===== src/rtl/alu_muldiv_pkg.sv =====
// Shared definitions for the iterative multiply/divide unit: operation
// encoding and FSM state type.
package alu_muldiv_pkg;

  localparam int unsigned OP_W = 2;

  // Operation select as presented on the op port.
  typedef enum logic [OP_W-1:0] {
    OP_MULT  = 2'd0,
    OP_MULTU = 2'd1,
    OP_DIV   = 2'd2,
    OP_DIVU  = 2'd3
  } op_e;

  // Control states: idle, one shift step per cycle, sign fix-up/commit.
  typedef enum logic [1:0] {
    ST_IDLE = 2'd0,
    ST_ITER = 2'd1,
    ST_FIX  = 2'd2
  } state_e;

endpackage : alu_muldiv_pkg


===== src/rtl/alu_muldiv.sv =====
// Iterative multiply / divide unit.
// Multiplies by shift-add and divides by restoring shift-subtract, one step
// per cycle on operand magnitudes, then applies signs in a final fix-up cycle.
// Ports:
//   clk, rst_n        clock, asynchronous active-low reset
//   in_valid/in_ready request handshake (ready only while idle)
//   op, a, b          operation select and operands, captured at accept
//   flush             synchronous abort of the in-flight operation
//   busy              operation in flight (inverse of in_ready)
//   done              one-cycle pulse when hi/lo/div_zero update
//   hi, lo            product halves, or remainder / quotient
//   div_zero          last completed operation divided by zero
module alu_muldiv
  import alu_muldiv_pkg::*;
#(
  parameter int unsigned WIDTH     = 32,
  parameter bit          SIGNED_EN = 1'b1
) (
  input  logic             clk,
  input  logic             rst_n,
  input  logic             in_valid,
  output logic             in_ready,
  input  logic [OP_W-1:0]  op,
  input  logic [WIDTH-1:0] a,
  input  logic [WIDTH-1:0] b,
  input  logic             flush,
  output logic             busy,
  output logic             done,
  output logic [WIDTH-1:0] hi,
  output logic [WIDTH-1:0] lo,
  output logic             div_zero
);

  localparam int unsigned CNT_W = $clog2(WIDTH) + 1;
  localparam int unsigned PW    = 2 * WIDTH;

  // Two's-complement negate when n is set.
  function automatic logic [WIDTH-1:0] neg_if(input logic n, input logic [WIDTH-1:0] v);
    return n ? (~v + WIDTH'(1)) : v;
  endfunction

  state_e             state_q, state_d;
  logic               busy_q, busy_d;
  logic [CNT_W-1:0]   cnt_q, cnt_d;
  logic [WIDTH-1:0]   hw_q, hw_d;      // working upper half / partial remainder
  logic [WIDTH-1:0]   lw_q, lw_d;      // working lower half / dividend-quotient
  logic [WIDTH-1:0]   opb_q, opb_d;    // multiplicand or divisor magnitude
  logic               is_div_q, is_div_d;
  logic               neg_res_q, neg_res_d;
  logic               neg_rem_q, neg_rem_d;
  logic               done_q, done_d;
  logic [WIDTH-1:0]   hi_q, hi_d;
  logic [WIDTH-1:0]   lo_q, lo_d;
  logic               dz_q, dz_d;

  op_e                op_c;
  logic               signed_op_c;
  logic               a_neg_c;
  logic               b_neg_c;
  logic [WIDTH-1:0]   a_mag_c;
  logic [WIDTH-1:0]   b_mag_c;
  logic [WIDTH:0]     sum_c;
  logic [WIDTH:0]     shifted_c;
  logic               ge_c;
  logic [PW-1:0]      prod_c;

  // Operand sign/magnitude at the request boundary.
  always_comb begin
    op_c        = op_e'(op);
    signed_op_c = SIGNED_EN && ((op_c == OP_MULT) || (op_c == OP_DIV));
    a_neg_c     = signed_op_c && a[WIDTH-1];
    b_neg_c     = signed_op_c && b[WIDTH-1];
    a_mag_c     = neg_if(a_neg_c, a);
    b_mag_c     = neg_if(b_neg_c, b);
  end

  // One datapath step: shift-add for multiply, restoring subtract for divide.
  always_comb begin
    sum_c     = {1'b0, hw_q} + (lw_q[0] ? {1'b0, opb_q} : {(WIDTH+1){1'b0}});
    shifted_c = {hw_q, lw_q[WIDTH-1]};
    ge_c      = (shifted_c >= {1'b0, opb_q});
  end

  // Next-state, datapath and output logic.
  always_comb begin
    state_d   = state_q;
    busy_d    = busy_q;
    cnt_d     = cnt_q;
    hw_d      = hw_q;
    lw_d      = lw_q;
    opb_d     = opb_q;
    is_div_d  = is_div_q;
    neg_res_d = neg_res_q;
    neg_rem_d = neg_rem_q;
    done_d    = 1'b0;
    hi_d      = hi_q;
    lo_d      = lo_q;
    dz_d      = dz_q;
    prod_c    = {hw_q, lw_q};

    unique case (state_q)
      ST_IDLE: begin
        if (in_valid && !flush) begin
          state_d   = ST_ITER;
          cnt_d     = '0;
          hw_d      = '0;
          lw_d      = a_mag_c;
          opb_d     = b_mag_c;
          is_div_d  = op_c[1];
          neg_res_d = a_neg_c ^ b_neg_c;
          neg_rem_d = a_neg_c;
        end
      end

      ST_ITER: begin
        if (flush) begin
          state_d = ST_IDLE;
        end else if (cnt_q == CNT_W'(WIDTH)) begin
          // All steps taken; the counter-terminal cycle hands over to fix-up.
          state_d = ST_FIX;
        end else begin
          cnt_d = cnt_q + CNT_W'(1);
          if (is_div_q) begin
            hw_d = ge_c ? WIDTH'(shifted_c - {1'b0, opb_q}) : shifted_c[WIDTH-1:0];
            lw_d = {lw_q[WIDTH-2:0], ge_c};
          end else begin
            hw_d = sum_c[WIDTH:1];
            lw_d = {sum_c[0], lw_q[WIDTH-1:1]};
          end
        end
      end

      ST_FIX: begin
        state_d = ST_IDLE;
        if (!flush) begin
          done_d = 1'b1;
          if (is_div_q) begin
            // With a zero divisor every step subtracts nothing, so the
            // partial remainder ends as the dividend magnitude and the
            // dividend-sign rule restores the original a.
            hi_d = neg_if(neg_rem_q, hw_q);
            if (opb_q == '0) begin
              lo_d = '1;
              dz_d = 1'b1;
            end else begin
              lo_d = neg_if(neg_res_q, lw_q);
              dz_d = 1'b0;
            end
          end else begin
            prod_c = neg_res_q ? (~{hw_q, lw_q} + PW'(1)) : {hw_q, lw_q};
            hi_d   = prod_c[PW-1:WIDTH];
            lo_d   = prod_c[WIDTH-1:0];
            dz_d   = 1'b0;
          end
        end
      end

      default: state_d = ST_IDLE;
    endcase

    busy_d = (state_d != ST_IDLE);
  end

  // State and datapath registers.
  always_ff @(posedge clk or negedge rst_n) begin
    if (!rst_n) begin
      state_q   <= ST_IDLE;
      busy_q    <= 1'b0;
      cnt_q     <= '0;
      hw_q      <= '0;
      lw_q      <= '0;
      opb_q     <= '0;
      is_div_q  <= 1'b0;
      neg_res_q <= 1'b0;
      neg_rem_q <= 1'b0;
      done_q    <= 1'b0;
      hi_q      <= '0;
      lo_q      <= '0;
      dz_q      <= 1'b0;
    end else begin
      state_q   <= state_d;
      busy_q    <= busy_d;
      cnt_q     <= cnt_d;
      hw_q      <= hw_d;
      lw_q      <= lw_d;
      opb_q     <= opb_d;
      is_div_q  <= is_div_d;
      neg_res_q <= neg_res_d;
      neg_rem_q <= neg_rem_d;
      done_q    <= done_d;
      hi_q      <= hi_d;
      lo_q      <= lo_d;
      dz_q      <= dz_d;
    end
  end

  assign busy     = busy_q;
  assign in_ready = ~busy_q;
  assign done     = done_q;
  assign hi       = hi_q;
  assign lo       = lo_q;
  assign div_zero = dz_q;

endmodule : alu_muldiv


===== config.mk =====
export PLATFORM = sky130hd
export DESIGN_NAME = alu_muldiv
export DESIGN_NICKNAME = d
export VERILOG_FILES = /design/src/rtl/alu_muldiv_pkg.sv /design/src/rtl/alu_muldiv.sv
export SDC_FILE = /design/constraint.sdc
export NUM_CORES = 1
export LEC_CHECK = 0
export ABC_CLOCK_PERIOD_IN_PS = 3400
export BUFFER_PORTS_ARGS = -buffer_cell sky130_fd_sc_hd__buf_2
export CORE_ASPECT_RATIO = 0.8
export CORE_UTILIZATION = 40
export DETAILED_ROUTE_END_ITERATION = 10
export PLACE_DENSITY = 0.66
export SYNTH_ARGS = -nofsm -noshare
export SYNTH_HDL_FRONTEND = slang
export SYNTH_SLANG_ARGS = --single-unit

===== constraint.sdc =====
create_clock -name clk -period 3.4 [get_ports clk]
set_input_delay 0.51 -clock clk [delete_from_list [all_inputs] [get_ports clk]]
set_output_delay 0.51 -clock clk [all_outputs]
set_load 0.1 [all_outputs]

# [Yosys cells after proc, flatten, opt, wreduce, memory -nomap -nowiden]
# Cells that the tools add are included.
[word_totals] register_bits=174 elab_cells=82 in_bits=70
[classes] eq_ne=7 magnitude_cmp=1 reduce_logical=13 n_bitwise=8 add_sub_neg=8 mux=32
[op_table] op="$mux 32" n=17
[op_table] op="$add 32x1->32 const B" n=4
[op_table] op="$not 32->32" n=4
[op_table] op="$pmux 32 s2" n=2
[op_table] op="$add 64x1->64 const B" n=1
[op_table] op="$mux 64" n=1
[op_table] op="$not 64->64" n=1
[op_table] op="$add 32x32->33" n=1
[op_table] op="$ge 33x32->1" n=1
[op_table] op="$logic_not 32->1" n=1
[op_table] op="$sub 32x32->32" n=1
[op_table] op="$mux 6" n=3
[op_table] op="$pmux 6 s2" n=1
[op_table] op="$add 6x1->6 const B" n=1
[op_table] op="$eq 6x6->1 const B" n=1
[op_table] op="$mux 2" n=3
[op_table] op="$ne 2x2->1 const B" n=3
[op_table] op="$eq 2x2->1 const B" n=2
[op_table] op="$logic_not 2->1" n=2
[op_table] op="$mux 1" n=4
[op_table] op="$pmux 2 s2" n=1
[op_table] op="$reduce_and 2->1" n=2
[op_table] op="$reduce_and 4->1" n=1
[op_table] op="$reduce_bool 2->1" n=2
[op_table] op="other kinds (6)" n=9

# [Longest topological paths before layout]
# Gate-level depths: netlist of run 1.
[depth] ltp_word=6 mapped_depth=14

# [Worst setup path after synthesis of run 1]
# OpenSTA, ideal clock, no wires.
[synth_path] path_type="register to register" start="reg lw_q[0]" end="reg hw_q[25]" t_arrival_ns=3.079 n_path_buf=1 period_less_slack_ns=3.205 t_required_ns=3.274 slack_ns=0.195 path_stages_with_launch=14 cell_sequence="dfrtp_1 clkinv_1 clkbuf_1 nor2_1 ha_1 a211o_1 a221o_1 a211o_1 a21oi_1 o211a_1 o31a_1 o21ai_0 xor2_1 a221o_1"
[synth_between] elab_chain_len=6
[synth_lines] item="from (decl)" line_no="alu_muldiv.sv:46" source="logic [WIDTH-1:0] lw_q, lw_d;"
[synth_lines] item="from (signal assigned)" line_no="alu_muldiv.sv:185" source="lw_q <= lw_d;"
[synth_lines] item="$mux 32" line_no="alu_muldiv.sv:79" source="sum_c = {1'b0, hw_q} + (lw_q[0] ? {1'b0, opb_q} : {(WIDTH+1){1'b0}});"
[synth_lines] item="$add 32x32->33" line_no="alu_muldiv.sv:79"
[synth_lines] item="$mux 32" line_no="alu_muldiv.sv:123" source="if (is_div_q) begin"
[synth_lines] item="$mux 32" line_no="alu_muldiv.sv:118" source="end else if (cnt_q == CNT_W'(WIDTH)) begin"
[synth_lines] item="$mux 32" line_no="alu_muldiv.sv:116" source="if (flush) begin"
[synth_lines] item="$pmux 32 s2" line_no="alu_muldiv.sv:101" source="unique case (state_q)"
[synth_lines] item="to (signal assigned)" line_no="alu_muldiv.sv:184" source="hw_q <= hw_d;"
[synth_lines] item="to (decl)" line_no="alu_muldiv.sv:45" source="logic [WIDTH-1:0] hw_q, hw_d;"
# No other way between the ends. The select of a mux whose other input is x is not followed.
# A chain may end at the register's enable or synchronous reset.

# [Final worst setup path of run 1]
[layout_path] start="reg opb_q[5]" end="reg hw_q[23]"
[layout_between] elab_chain_len=6 word_cells_on_any_way=9
[layout_lines] item="from (decl)" line_no="alu_muldiv.sv:47" source="logic [WIDTH-1:0] opb_q, opb_d;"
[layout_lines] item="from (signal assigned)" line_no="alu_muldiv.sv:186" source="opb_q <= opb_d;"
[layout_lines] item="$mux 32, or another cell as far along" line_no="alu_muldiv.sv:79"
[layout_lines] item="$add 32x32->33 or $mux 32 (tied branches)" line_no="alu_muldiv.sv:79, alu_muldiv.sv:124"
[layout_lines] item="$mux 32 (*)" line_no="alu_muldiv.sv:123"
[layout_lines] item="$mux 32 (*)" line_no="alu_muldiv.sv:118"
[layout_lines] item="$mux 32 (*)" line_no="alu_muldiv.sv:116"
[layout_lines] item="$pmux 32 s2 (*)" line_no="alu_muldiv.sv:101"
# Every way passes the cells marked *; elsewhere a longest branch is shown, timed or not. The select of a mux whose other input is x is not followed.

==> out/results.txt, run 1 <==
The min-delay analysis places its worst path in the category primary input to asynchronous set/reset pin. The logs give 0 for the count of hold-fix buffers inserted at cts and 13447 for the number of global-route vias before repair. TritonCTS built the clock tree. The chip height was 172 µm. Across the whole layout, storage elements account for 0.00436 mm². Overall fraction of global-route tracks in use: 26.7%.

Static timing analysis puts the maximum clock frequency at 304 MHz. The first-pass GRT wire length came out at 77100 µm. The logs give 0 for the hold violation total from the final report and 2 for the maximum clock insertion buffer count. Area of the multi-input gates: 0.00953 mm².

For the register-to-register setup slack, the log shows 0.11 ns. Sequential elements use 30.1% of the synthesized area. The run gives 0 as the antenna violation net count after detailed routing.

Once layout is complete, the utilization of the core stands at 48.2%. Largest fanout on the critical path: 7. Endpoint of the worst-slack reg-to-reg timing path: hw_q[23]$_DFFE_PN0P_.

Yosys mapped a number of flops with a built-in enable equal to 0. The flow ran to the end, and the final reports show no timing, DRC or antenna violations. The routed layout has 14410 vias.

A synthesized cell averages 7.94 µm². The endpoint class of the critical path is a register. Timing startpoint of the critical path: opb_q[5]$_DFFE_PN0P_. The clock transition time at the flip-flop clock pins of the worst setup and hold paths is 0.07 ns. The standard cell core area was 0.0352 mm²; the I/O pin count was 138. Summed over all cells, the static leakage comes to 7.70 nW.

In the synthesized netlist the dominant register cell turns out to be dfrtp_1. The later pin in the worst-skew pair is clocked with a latency of 0.46 ns. For this run, the number of Yosys warnings is 0. For this run, the detailed router's first-pass iteration total came to 5. Counting every net in the synthesized netlist gives 1961. The horizontal extent of the die was 214 µm; the area after detailed placement was 0.0162 mm².

The run gives 92 as the distinct cell type count of the synthesized netlist. The critical setup path kind was register to register. The tools report the capture point of the worst path as hw_q[23]$_DFFE_PN0P_. After the first detailed-routing iteration, the DRC count stood at 1371. The critical path required time came out at 3.75 ns.

After layout, the minimum clock period comes to 3.29 ns. The post-route netlist has 18.4% of its cells at a drive strength greater than 1. Port buffering added 137 buffers. The aggregate global routing overflow came out at 0.

In this run the critical register-to-register path is launched from opb_q[5]$_DFFE_PN0P_. The logs give 39.6% for the remaining max-slew budget at the tightest pin and 38600 µm for the half-perimeter wire length after placement. Clock tree synthesis selected as its root buffer the cell clkbuf_16. After layout, the worst path uses 96.8% of the clock period. For the final weighted congestion in routability-driven placement, the log shows 0.978.

The total number of nets in the final design is 2132. Synthesis inferred 174 register bits. After layout, the worst setup slack is 0.108 ns. The synthesized netlist cell count is 1819, and the post-synthesis cell area is 0.0144 mm². STA classifies the critical path startpoint as a register. Fill cells in the final layout number 3485. The run gives 17 as the number of buffers inserted during clock tree synthesis. CTS saw 174 sinks. Entering global routing, the biggest net connects 75 pins.

In this run the power density over the cells is 604 mW/mm². VDD sags by at most 0.353 mV. The wire length per cell after detailed routing works out to 19.8 µm. The transition time at the pin with the least slew margin is 0.905 ns, and the total die area is 0.0369 mm². Measured in cells, the most critical reg-to-reg path has a length of 11. Once layout is done, the placed cells without fillers occupy 0.0169 mm². The tool flagged a number of max-cap violations equal to 0.

Worst clock skew on the final layout: 0.00961 ns. The library cells used most frequently in the layout, excluding fill and tap cells, are 214 x nor2_1, 179 x a21oi_1, 178 x nand2_1. After synthesis, the share of flip-flops with an asynchronous set or reset is 100%.

The logs give -0.0586 ns for the post-placement worst setup slack and 61 for the site row count. The initial utilization of the core area, before any placement, comes to 41.1%. Summed over all layers, the routed wires come to 49000 µm.

The layout overhead on the synthesized area came out at 17.3%. The maximum level of the CTS H-tree is 4, and the final count of negative-setup-slack endpoints is 0. The data arrival time of the worst path was 3.64 ns; the via density per instance was 5.82.

For the post-route DRC violation count, the log shows 0. The most common cell after layout, fill and taps aside was nor2_1. The number of antenna violations at the first check in global routing is 0, and the max-slew violation count is 0.
[final cells by class]
| cell class | count | area share (%) |
|---|---|---|
| repair buffers | 256 | 9.65 |
| clock inverters | 14 | 0.761 |
| inverters | 69 | 1.53 |
| diodes | 2 | 0.0295 |
| multi-input cells | 1472 | 56.3 |
| flip-flops and latches | 174 | 25.7 |
| well taps | 472 | 3.49 |
| clock buffers | 18 | 2.59 |
[how the worst min path moves through the flow]
stage,from,to,slack (ns),depth (start not counted)
after CTS,rst_n,lo[25]$_DFFE_PN0P_,0.07,1
after detailed placement,hi[31]$_DFFE_PN0P_,hi[31]$_DFFE_PN0P_,0.47,2
after floorplan,rst_n,busy$_DFF_PN0_,0.21,0
after global routing,rst_n,lo[22]$_DFFE_PN0P_,0.09,1
final,rst_n,lo[23]$_DFFE_PN0P_,0.06,1
after global placement,hi[14]$_DFFE_PN0P_,hi[14]$_DFFE_PN0P_,0.46,2
[synth_stat cells (7+ instances only)]
| master | number | area share, % |
|---|---|---|
| a22oi_1 | 24 | 1.2 |
| o31ai_1 | 20 | 1.0 |
| nor3_1 | 37 | 1.3 |
| xnor2_1 | 91 | 5.5 |
| a21oi_1 | 181 | 6.3 |
| nand2b_1 | 19 | 0.82 |
| nor2_1 | 214 | 5.6 |
| a221o_1 | 7 | 0.49 |
| o211ai_1 | 12 | 0.62 |
| or4_1 | 10 | 0.52 |
| a41oi_1 | 7 | 0.42 |
| clkbuf_1 | 72 | 1.9 |
| a211oi_1 | 8 | 0.42 |
| or3_1 | 13 | 0.56 |
| a31oi_1 | 14 | 0.61 |
| o41ai_1 | 10 | 0.61 |
| xor2_1 | 84 | 5.1 |
| buf_1 | 8 | 0.21 |
| o21ai_0 | 174 | 6.0 |
| ha_1 | 70 | 6.1 |
| nand2_1 | 179 | 4.7 |
| o21ai_1 | 13 | 0.45 |
| dfrtp_1 | 174 | 30 |
| o21a_1 | 8 | 0.42 |
| buf_2 | 13 | 0.45 |
| and3_1 | 9 | 0.39 |
| a21o_1 | 18 | 0.94 |
| o22ai_1 | 7 | 0.30 |
| nor2b_1 | 12 | 0.52 |
| mux2i_1 | 45 | 3.1 |
| nand3_1 | 28 | 0.97 |
| o21bai_1 | 7 | 0.36 |
| nor4_1 | 20 | 0.87 |
| nand4_1 | 20 | 0.87 |
| inv_1 | 66 | 1.7 |
[timing repair]
item | 4_1_cts | 5_1_grt
gates resized for setup | 3 | 30
endpoints found under the setup margin | 2 | 27
endpoints found under the hold margin | 0 | 0
pin swaps | 0 | 4
buffers inserted | 0 | 1
[flip-flops by register name, indices dropped and copies added (netlist names), 2 cells and up]
name and cells:
cnt_q 6, hi 32, lo 32, state_q 2, hw_q 32, lw_q 32
opb_q 32
[report_power, final]
part / internal (W) / leakage (nW) / switching, W / total (W)
logic: 0.00206 / 5.22 / 0.00347 / 0.00554
registers: 0.00237 / 2.21 / 0.000397 / 0.00276
clock network: 0.000982 / 0.275 / 0.000957 / 0.00194
[metal layers]
metal | GRT usage [%] | vias to the layer above | part of all wire [%]
met5 | 0 | - | 0
met4 | 5.47 | 0 | 1.1
met3 | 4.56 | 35 | 7.5
met2 | 38.3 | 583 | 41
met1 | 41.3 | 6942 | 50
li1 | - | 6850 | -
[per-stage QoR]
stage / instances / hold slack [ns] / TNS, ns / total power, W
2_1_floorplan: 1819 / 0.214 / 0 / 0.00636
3_3_place_gp: 2442 / 0.460 / -0.0164 / 0.00805
3_5_place_dp: 2442 / 0.466 / -0.0586 / 0.00810
4_1_cts: 2474 / 0.0722 / 0 / 0.0101
5_1_grt: 2475 / 0.0869 / -0.0176 / 0.0108
6_report: 2477 / 0.0556 / 0 / 0.0102
[kinds of logic after synthesis]
logic type	share of synthesized area [%]
XOR/XNOR	10.6
AND/OR/NAND/NOR	20.2
AO/OA/AOI/OAI	24.1
adder cells (fa/ha/maj)	6.34
buffers and inverters	5.10
flip-flops	30.1
multiplexers	3.51
[worst max-delay path, stage by stage, from the launching register on]
cell     delay (ns)
dfrtp_1        0.40
inv_1          0.11
ha_1           0.44
nand2_1        0.14
a21bo_2        0.21
a41o_1         0.22
o21ai_0        0.58
o21ai_0        0.35
xnor2_1        0.22
mux2i_1        0.22
mux2i_1        0.11
a22o_1         0.20
(Power assumes the default switching activity.)
==> inputs of run 2 (changes only) <==
ABC_AREA = 1   (was unset)
PLACE_DENSITY = 0.65   (was 0.66)
==> run 2 against run 1 <==
Sequential power grew 26%. Non-clock buffer count down 67. Cell count up 47%. Combinational power is 77% higher. Clock skew increased by 0.0068 ns. Via count increased by 41%. Clock power increased by 7%. Synthesized cell count increased by 62%. Worst hold slack got worse by 0.048 ns. Critical path type unchanged. Highest routed layer is now met5.
==> out/results.txt, run 2 <==
In this run the vertical extent of the chip is 188 µm. The number of antenna violations at the first check in global routing was 2. The largest fanout on the critical path was 32; the final instance area was 0.0193 mm². STA classifies the critical path startpoint as a register. The total vias in the final route came out at 20305.

The run gives 37.0% as the remaining max-slew budget at the tightest pin. Counting tap cells, the placed design contains a total of 3600 instances. The share of flip-flops with an asynchronous set or reset works out to 100%. For this configuration, the core starts out at a cell density of 40.9%. Buffers added to address setup during post-CTS repair amount to 0. The synthesized design devotes to its leading area cell type 25.2% of total area.

Number of enable flip-flop cells after synthesis: 0. The tools report the maximum clock frequency as 315 MHz. Horizontal extent of the die: 234 µm.

The clock transition time at the flip-flop clock pins of the worst setup and hold paths was 0.08 ns. The run gives 2946 as the synthesized netlist cell count. The fraction of layout instances using a drive strength above 1 came out at 9.06%. The flow ran to the end, and the final reports show no timing, DRC or antenna violations.

The endpoint class of the critical path is a register. Yosys printed 0 warnings. The tools report the final count of negative-setup-slack endpoints as 0. In this run the static leakage power is 10.5 nW.

After detailed routing, the number of remaining DRC violations is 0. By area the synthesized netlist is led by dfrtp_1 25%, nand2_1 19%, inv_1 9.5%, nand3_1 8.4%, nor2_1 7.4%. Root buffer cell: clkbuf_16. Global routing finished with a remaining overflow of 0. Leaving out fill and tap cells, the most frequent cell in the layout is nand2_1. Of the available clock period, the critical path in the final layout requires 93.3%. The run gives 78900 µm as the total wire length after detailed routing. TritonCTS built the clock tree. The first detailed-routing pass ran for 6 iterations. Max-slew violation count: 0. For the data arrival time of the worst path, the log shows 3.55 ns. The number of buffers inserted during clock tree synthesis is 17, and the maximum clock insertion buffer count is 2. The areal power density over the cells works out to 795 mW/mm². The run gives 0 as the max-cap check violation count.

Input and output buffers added on the ports amount to 137. The number of synthesized register bits was 174; the count of non-filler cells in the finished layout was 3633. The total power consumption of the routed design is 0.0154 W, and the half-perimeter wire length after placement is 65100 µm. For the worst-skew pair, the clock arrives at the later sink with an insertion delay of 0.48 ns. The logs give 0.0423 mm² for the standard cell core area and 0 for the hold violation total from the final report. The first global-routing pass estimated 118000 µm of wire.

For the distinct cell type count of the synthesized netlist, the log shows 55. Entering global routing, the biggest net connects 73 pins. At the end of routability-driven placement, the weighted congestion stood at 1.05. Summing the sequential cell areas from Yosys gives 25.2% of the chip area. The area after detailed placement was 0.0187 mm²; the transition time at the pin with the least slew margin was 0.933 ns.

The tools report the filler cell count as 4618. The post-synthesis cell area was 0.0173 mm²; the end-of-flow core utilization was 45.7%. The total die area is 0.0441 mm², and the wire length per cell after detailed routing is 21.7 µm.

The critical path in this run is classified as register to register. Among all flip-flop cells after synthesis, the most frequent one is dfrtp_1. The clock period could shrink to 3.17 ns. Leaving out fill and tap cells, the most frequent cells in the layout are 896 x nand2_1, 438 x inv_1, 337 x nor2_1.

The detailed router finished its first iteration with 2498 violations. Ranked by instance count, the synthesized netlist is headed by 896 x nand2_1, 439 x inv_1, 339 x nor2_1, 292 x nand3_1, 174 x dfrtp_1. The final-layout setup total negative slack came out at 0 ns. The number of nets in the synthesized netlist is 3088. For this design, the sink count on the clock tree is 174. The layout overhead on the synthesized area is 11.7%.

The run gives 0.0164 ns as the worst clock skew on the final layout. The worst-case IR drop observed on VDD is 0.457 mV. The min-delay analysis places its worst path in the category primary input to asynchronous set/reset pin. Using the TritonRoute via totals, the vias-per-cell ratio works out to 5.59.

At the end of the flow, the number of nets in the layout was 3209. The H-tree generated during clock tree synthesis spans 4 levels. The logs give 36.1% for the overall fraction of global-route tracks in use and 3.77 ns for the critical path required time. 138 I/O pins were placed. Each instance of the synthesized netlist takes up on average 5.87 µm².

Setup repair after global routing left no endpoint under its margin. The cell taking the most area after synthesis was dfrtp_1. For the number of global-route vias before repair, the log shows 18726. The run gives 67 as the site row count. The antenna violation net count after detailed routing is 0.

The most instantiated library cell after synthesis is nand2_1.
-- run 2: cell count changes in the layout (fill, tap and decap cells not counted), moves of 16 or more --
cell	previous run	this run
nand3_1	28	292
a21oi_1	179	159
nor2_1	214	337
xnor2_1	91	13
nand2_1	178	896
o31ai_1	20	4
inv_1	66	438
xor2_1	84	40
buf_4	115	49
mux2i_1	45	0
nand2b_1	18	0
nand4_1	20	62
-- run 2: report_power, final --
part	switching [W]	leakage [nW]	internal, W
clock network	0.00102	0.284	0.00105
logic	0.00700	7.98	0.00282
registers	0.000999	2.19	0.00248
-- run 2: cells by family after synthesis --
| family | share of synthesized area, % |
|---|---|
| AO/OA/AOI/OAI | 13.3 |
| XOR/XNOR | 2.68 |
| adder cells (fa/ha/maj) | 5.30 |
| buffers and inverters | 12.0 |
| flip-flops | 25.2 |
| AND/OR/NAND/NOR | 41.5 |
-- run 2: layout make-up --
cell class	instances	area [µm²]	share of cell area [%]
timing repair buffer	189	1120	5.79
tap	552	691	3.57
sequential	174	4360	22.6
multi-input combinational	2238	10900	56.3
inverter	447	1680	8.69
clock buffer	17	425	2.20
antenna	1	2.50	0.0129
clock inverter	15	174	0.900
-- run 2: path summary, 6_finish.rpt --
| kind | cells past startpoint | end | slack (ns) | from |
|---|---|---|---|---|
| setup / recovery | 17 | hw_q[24]$_DFFE_PN0P_ | 0.23 | opb_q[8]$_DFFE_PN0P_ |
| min in group clk | 2 | state_q[1]$_DFF_PN0_ | 0.23 | flush |
| hold / removal | 1 | opb_q[6]$_DFFE_PN0P_ | 0.008 | rst_n |
| setup reg to reg | 17 | hw_q[24]$_DFFE_PN0P_ | 0.23 | opb_q[8]$_DFFE_PN0P_ |
| hold reg to reg | 2 | hi[19]$_DFFE_PN0P_ | 0.48 | hi[19]$_DFFE_PN0P_ |
| max in group asynchronous | 2 | hi[12]$_DFFE_PN0P_ | 2.52 | rst_n |
-- run 2: stage by stage --
step,worst slack (ns),hold WS [ns]
final,0.228,0.00796
after floorplan,0.885,0.214
after global routing,0.0640,0.0454
after CTS,0.144,0.0213
after detailed placement,0.153,0.461
after global placement,0.139,0.459
-- run 2: critical path, stage by stage, from the launching register on --
cell,delay (ns)
dfrtp_1,0.51
inv_1,0.12
ha_1,0.37
nand2_2,0.15
inv_1,0.05
nand2_1,0.07
nand2_1,0.10
inv_1,0.09
nand3_2,0.16
nand2_1,0.14
nand2_2,0.08
nand2_4,0.19
nand2_8,0.20
buf_4,0.22
nand2_1,0.07
nand3_1,0.28
nand3_1,0.19
nand2_1,0.06
-- run 2: metal layers --
metal	GRT usage, %	vias up	part of all wire, %
met5	0	-	0.016
met4	7.72	2	2.0
met1	57.7	9501	49
met2	47.9	1034	38
li1	-	9686	-
met3	7.91	82	11
-- run 2: repair_timing --
item	in CTS	in global routing
hold buffers	0	0
resized for setup	0	2
setup endpoints to repair	0	1
